[config.mk]
export PLATFORM = sky130hd
export DESIGN_NAME = trace_collector
export DESIGN_NICKNAME = d
export VERILOG_FILES = /design/src/rtl/trace_collector_pkg.sv /design/src/rtl/trace_fifo.sv /design/src/rtl/trace_collector.sv
export SDC_FILE = /design/constraint.sdc
export NUM_CORES = 1
export LEC_CHECK = 0
export BUFFER_PORTS_ARGS = -buffer_cell sky130_fd_sc_hd__buf_4
export CORE_MARGIN = 5
export CORE_UTILIZATION = 60
export CTS_BUF_LIST = sky130_fd_sc_hd__clkbuf_8 sky130_fd_sc_hd__clkbuf_16
export CTS_CLUSTER_DIAMETER = 60
export CTS_CLUSTER_SIZE = 28
export DETAILED_ROUTE_END_ITERATION = 12
export PLACE_DENSITY = 0.78
export SYNTH_ARGS = -nofsm -noshare
export SYNTH_HDL_FRONTEND = slang
export SYNTH_SLANG_ARGS = --single-unit
[constraint.sdc]
create_clock -name clk -period 10.44 [get_ports clk]
set_clock_uncertainty 0.15 [all_clocks]
set_input_delay 2.088 -clock clk [delete_from_list [all_inputs] [get_ports clk]]
set_output_delay 2.088 -clock clk [all_outputs]
set_load 0.05 [all_outputs]
[src/rtl/trace_collector_pkg.sv]
// Shared types for the trace collector: the trace record layout, its width and the
// serialiser state encoding.
package trace_collector_pkg;

  typedef struct packed {
    logic [31:0] pc;
    logic [31:0] instr;
    logic [7:0]  flags;
  } trace_output;

  localparam int unsigned TRACE_RECORD_WIDTH = $bits(trace_output);

  typedef enum logic [0:0] {
    IDLE,
    SEND
  } collector_state_t;

  function automatic int unsigned words_for(input int unsigned rec_w, input int unsigned dw);
    return (rec_w + dw - 1) / dw;
  endfunction

endpackage

[src/rtl/trace_fifo.sv]
// Generic synchronous FIFO with synchronous flush. DEPTH must be a power of two so the
// pointers wrap by natural overflow.
module trace_fifo #(
  parameter int unsigned WIDTH = 8,
  parameter int unsigned DEPTH = 8
) (
  input  logic                     clk_i,
  input  logic                     rst_i,
  input  logic                     push_i,
  input  logic                     pop_i,
  input  logic                     flush_i,
  input  logic [WIDTH-1:0]         wdata_i,
  output logic [WIDTH-1:0]         rdata_o,
  output logic                     full_o,
  output logic                     empty_o,
  output logic [$clog2(DEPTH):0]   count_o
);

  localparam int unsigned PtrW = $clog2(DEPTH);

  logic [PtrW-1:0]  wr_ptr_q, rd_ptr_q;
  logic [PtrW:0]    count_q;
  logic [WIDTH-1:0] mem_q [DEPTH];
  logic             do_push, do_pop;

  assign full_o  = (count_q == (PtrW + 1)'(DEPTH));
  assign empty_o = (count_q == '0);
  assign count_o = count_q;
  assign rdata_o = mem_q[rd_ptr_q];
  assign do_push = push_i & ~full_o;
  assign do_pop  = pop_i & ~empty_o;

  always_ff @(posedge clk_i or posedge rst_i) begin
    if (rst_i) begin
      wr_ptr_q <= '0;
      rd_ptr_q <= '0;
      count_q  <= '0;
    end else if (flush_i) begin
      wr_ptr_q <= '0;
      rd_ptr_q <= '0;
      count_q  <= '0;
    end else begin
      if (do_push) wr_ptr_q <= wr_ptr_q + PtrW'(1);
      if (do_pop)  rd_ptr_q <= rd_ptr_q + PtrW'(1);
      if (do_push && !do_pop)      count_q <= count_q + (PtrW + 1)'(1);
      else if (!do_push && do_pop) count_q <= count_q - (PtrW + 1)'(1);
    end
  end

  always_ff @(posedge clk_i) begin
    if (do_push && !flush_i) mem_q[wr_ptr_q] <= wdata_i;
  end

endmodule

[src/rtl/trace_collector.sv]
// Trace sink: buffers trace records in a FIFO and serialises each one, least-significant
// word first, onto a valid/ready drain stream. Records arriving while full are counted.
module trace_collector
  import trace_collector_pkg::*;
#(
  parameter int unsigned DATA_WIDTH = 32,
  parameter int unsigned DEPTH      = 8,
  parameter int unsigned OVF_WIDTH  = 16
) (
  input  logic                     clk,
  input  logic                     rst,
  input  logic                     enable,
  input  logic                     flush,
  input  logic                     trace_data_ready,
  input  trace_output              trace_data_i,
  output logic                     drain_valid,
  output logic [DATA_WIDTH-1:0]    drain_data,
  output logic                     drain_last,
  input  logic                     drain_ready,
  output logic [$clog2(DEPTH):0]   fifo_count,
  output logic [OVF_WIDTH-1:0]     overflow_count
);

  localparam int unsigned Words = words_for(TRACE_RECORD_WIDTH, DATA_WIDTH);
  localparam int unsigned PadW  = Words * DATA_WIDTH;
  localparam int unsigned IdxW  = (Words > 1) ? $clog2(Words) : 1;

  collector_state_t                state_q, state_d;
  logic [PadW-1:0]                 shift_q, shift_d;
  logic [IdxW-1:0]                 idx_q, idx_d;
  logic [OVF_WIDTH-1:0]            ovf_q;
  logic [TRACE_RECORD_WIDTH-1:0]   fifo_rdata;
  logic                            fifo_full, fifo_empty;
  logic                            push, drop, pop, handshake, word_last;

  // Full is the registered count, so a same-cycle pop never makes room for a push.
  assign push      = trace_data_ready & enable & ~fifo_full & ~flush;
  assign drop      = trace_data_ready & enable & fifo_full & ~flush;
  assign handshake = (state_q == SEND) & drain_ready;
  assign word_last = (idx_q == IdxW'(Words - 1));
  assign pop       = ~flush & ~fifo_empty & ((state_q == IDLE) | (handshake & word_last));

  trace_fifo #(
    .WIDTH (TRACE_RECORD_WIDTH),
    .DEPTH (DEPTH)
  ) u_fifo (
    .clk_i   (clk),
    .rst_i   (rst),
    .push_i  (push),
    .pop_i   (pop),
    .flush_i (flush),
    .wdata_i (trace_data_i),
    .rdata_o (fifo_rdata),
    .full_o  (fifo_full),
    .empty_o (fifo_empty),
    .count_o (fifo_count)
  );

  always_ff @(posedge clk or posedge rst) begin
    if (rst) state_q <= IDLE;
    else     state_q <= state_d;
  end

  always_comb begin
    state_d = state_q;
    if (flush) begin
      state_d = IDLE;
    end else begin
      unique case (state_q)
        IDLE:    if (!fifo_empty) state_d = SEND;
        SEND:    if (handshake && word_last && fifo_empty) state_d = IDLE;
        default: state_d = IDLE;
      endcase
    end
  end

  always_comb begin
    drain_valid = (state_q == SEND);
    drain_data  = drain_valid ? shift_q[DATA_WIDTH-1:0] : '0;
    drain_last  = drain_valid & word_last;
  end

  always_comb begin
    shift_d = shift_q;
    idx_d   = idx_q;
    if (pop) begin
      shift_d = PadW'(fifo_rdata);
      idx_d   = '0;
    end else if (!flush && handshake && !word_last) begin
      shift_d = shift_q >> DATA_WIDTH;
      idx_d   = idx_q + IdxW'(1);
    end
  end

  always_ff @(posedge clk or posedge rst) begin
    if (rst) begin
      shift_q <= '0;
      idx_q   <= '0;
      ovf_q   <= '0;
    end else begin
      shift_q <= shift_d;
      idx_q   <= idx_d;
      if (drop && ovf_q != '1) ovf_q <= ovf_q + OVF_WIDTH'(1);
    end
  end

  assign overflow_count = ovf_q;

endmodule
==> impl_metrics.csv <==
group,metric,value,unit
final_layout,final_cell_mix,"576 x edfxtp_1, 156 x buf_4, 144 x mux4_2",
yosys,synth_warnings,0,
timing,finalHoldViolations,0,
timing,tightest_slew,1.26,ns
critical_path,worstPathRequired,10.74,ns
grt,antenna_found_initial,2,
drt,drc_errors,0,
yosys,synth_area,26100,sq um
yosys,synth-async-reset-ratio,0.149,
critical_path,max_stage_delay,0.92,ns
pwr,power.density,224,nW/um^2
drt,post_drt_wl_per_cell,26.0,um
grt,busiest_layer,"met2",
grt,use_met2,0.363,
yosys,ys_types,44,
drt,firstDrtPassIters,5,
clocking,clkSlewWorstSetupHoldPaths,0.09,ns
drt,dr.first_iter.drc_count,1320,
timing,clock.fmax,0.217,GHz
pwr,irDropWorstVdd,216,uV
final_layout,design_area,29100,sq um
grt,grt.total_usage,0.223,
floorplanning,die_h,218,um
grt,met3_usage,0.0375,
final_layout,utilization,0.676,
timing,relSlewSlack,0.161,
critical_path,start_kind,"input pin",
yosys,synth_edf_count,576,
floorplanning,core_area,43000,sq um
floorplanning,start_util,0.606,
timing,drv_slew,0,
drt,routed_wl,52300,um
clocking,cts_tree,"built",
critical_path,critPathSlowestCell,"nand2_1",
pwr,total_power,6500,uW
timing,finalSetupTns,0,ns
clocking,htree_levels,2,
grt,grt_pass1_vias,12999,
yosys,ys_seq_area_frac,0.761,
timing,period_needed,4.61,ns
final_layout,drive_above_1_share,0.292,
critical_path,arrival,4.91,ns
drt,ant_nets,0,
critical_path,cp_common_cell,"buf_4",
final_layout,fillCellCount,2719,
critical_path,path_max_fanout,74,
place,placed_cell_area,27700,sq um
clocking,insertion_delay,0.58,ns
clocking,cts.sinks,677,
yosys,synth_seq_cells,677,
yosys,avgSynthCellArea,20.5,sq um
grt,grt_pass1_wl,80000,um
critical_path,cp-end-kind,"flop",
pwr,leakagePower,0.00947,uW
drt,vias,12453,
critical_path,path_cells,"buf_4 > a21boi_1 > nor2_1 > nand2_2 > buf_4 > nand2_1 > o221a_2",
final_layout,final_common_cell,"edfxtp_1",
place,hpwlAfterDp,30500,um
yosys,synth_cells,1269,
min_path,worstHoldPathType,"flop to flop",
place,io_buffers,131,
floorplanning,num_rows,76,
final_layout,num-nets-final,1482,
critical_path,worstSetupPathType,"input pin to flop",
final_layout,area_delta_synth_final,11.5,%
clocking,hold_buffers,0,
run,cap_violations,0,
place,pre_cts_slack,5.27,ns
yosys,synthesis.nets,1354,
clocking,clockBufferDepth,3,
timing,rsz0062_at_grt,"false",
clocking,cts-root-buf,"clkbuf_16",
clocking,cts_resized,0,
critical_path,critPathTopFamily,"simple AND/OR/NAND/NOR gates",
floorplanning,fp.dieW,218,um
critical_path,crit_buf_inv,2,
place,gp_congestion,0.798,
timing,worst_slack,5.83,ns
grt,grt_max_degree,77,
drt,vias_per_cell,6.19,
run_status,status,"finished clean",
floorplanning,boundaryPins,132,
timing,period_share,0.441,
timing,setup_viol,0,
clocking,post_cts_buffers,0,
floorplanning,die_area,47700,sq um
grt,grt-ovfl-total,0,
grt,met1_usage,0.322,
yosys,synthFlopType,"edfxtp_1",
clocking,numCtsBuffers,38,
[routing by layer]
layer	share of wire	vias up
met3	0.064	88
met1	0.41	6491
met4	0.030	2
li1	-	5422
met5	0.00025	-
met2	0.50	450
[through the flow]
stage	instances	hold WS, ns
3_3_place_gp	1942	0.336
3_5_place_dp	1942	0.343
2_1_floorplan	1269	0.319
5_1_grt	2012	0.391
6_report	2012	0.370
4_1_cts	2011	0.365
[cells in the mapped netlist, types with 11 or more instances]
cell type | n | area [sq um]
mux2i_1 | 73 | 731
clkbuf_1 | 36 | 135
nand3_1 | 41 | 205
dfrtp_1 | 101 | 2530
buf_2 | 23 | 115
o221a_2 | 32 | 360
nor2_1 | 16 | 60.1
o21ai_0 | 46 | 230
and2_1 | 34 | 213
edfxtp_1 | 576 | 17300
inv_1 | 11 | 41.3
mux4_2 | 144 | 3240
nand2_1 | 50 | 188
[worst paths after layout]
kind / startpoint / end / slack (ns) / depth (start not counted)
setup reg to reg: drain_valid$_DFF_PP0_ / shift_q[10]$_DFFE_PP0P_ / 6.29 / 6
hold reg to reg: overflow_count[7]$_DFFE_PP0P_ / overflow_count[7]$_DFFE_PP0P_ / 0.37 / 1
hold / removal: overflow_count[7]$_DFFE_PP0P_ / overflow_count[7]$_DFFE_PP0P_ / 0.37 / 1
min in group asynchronous: rst / overflow_count[13]$_DFFE_PP0P_ / 1.34 / 2
setup / recovery: drain_ready / shift_q[10]$_DFFE_PP0P_ / 5.83 / 7
max in group asynchronous: rst / u_fifo.rd_ptr_q[0]$_DFFE_PP0P_ / 7.42 / 3
[cell families (layout without fill, tap and decap cells)]
group	after synthesis	count (layout)	share of synthesized area
and+or+nand+nor	166	166	0.0337
muxes	219	219	0.154
other	0	1	0
AOI/OAI and AO/OA	103	103	0.0297
buffers and inverters	79	236	0.0125
xor gates and xnor gates	18	18	0.00605
DFF	677	677	0.761
adders and majority gates	7	7	0.00365
[power breakdown]
part | leakage (uW) | switching [uW] | internal, uW | total [uW]
registers | 0.00643 | 180 | 3110 | 3290
logic | 0.00241 | 851 | 676 | 1530
clock network | 0.000628 | 901 | 778 | 1680
total | 0.00947 | 1930 | 4570 | 6500
[state kept, by name, indices dropped and copies added (netlist names)]
register and flops:
u_fifo.mem_q 576, u_fifo.rd_ptr_q 3, overflow_count 16, drain_valid 1
u_fifo.wr_ptr_q 3, idx_q 2, u_fifo.count_o 4, shift_q 72
[area by class of cell]
class	count	area [sq um]	area share
sequential	677	19800	0.683
inverter	11	43.8	0.00151
tap	585	732	0.0252
clock buffer	39	976	0.0336
antenna	1	2.50	0.0000861
clock inverter	30	343	0.0118
timing repair buffer	156	1170	0.0403
multi-input combinational	513	5960	0.205
Note: power is estimated with default switching activity, not from simulation.
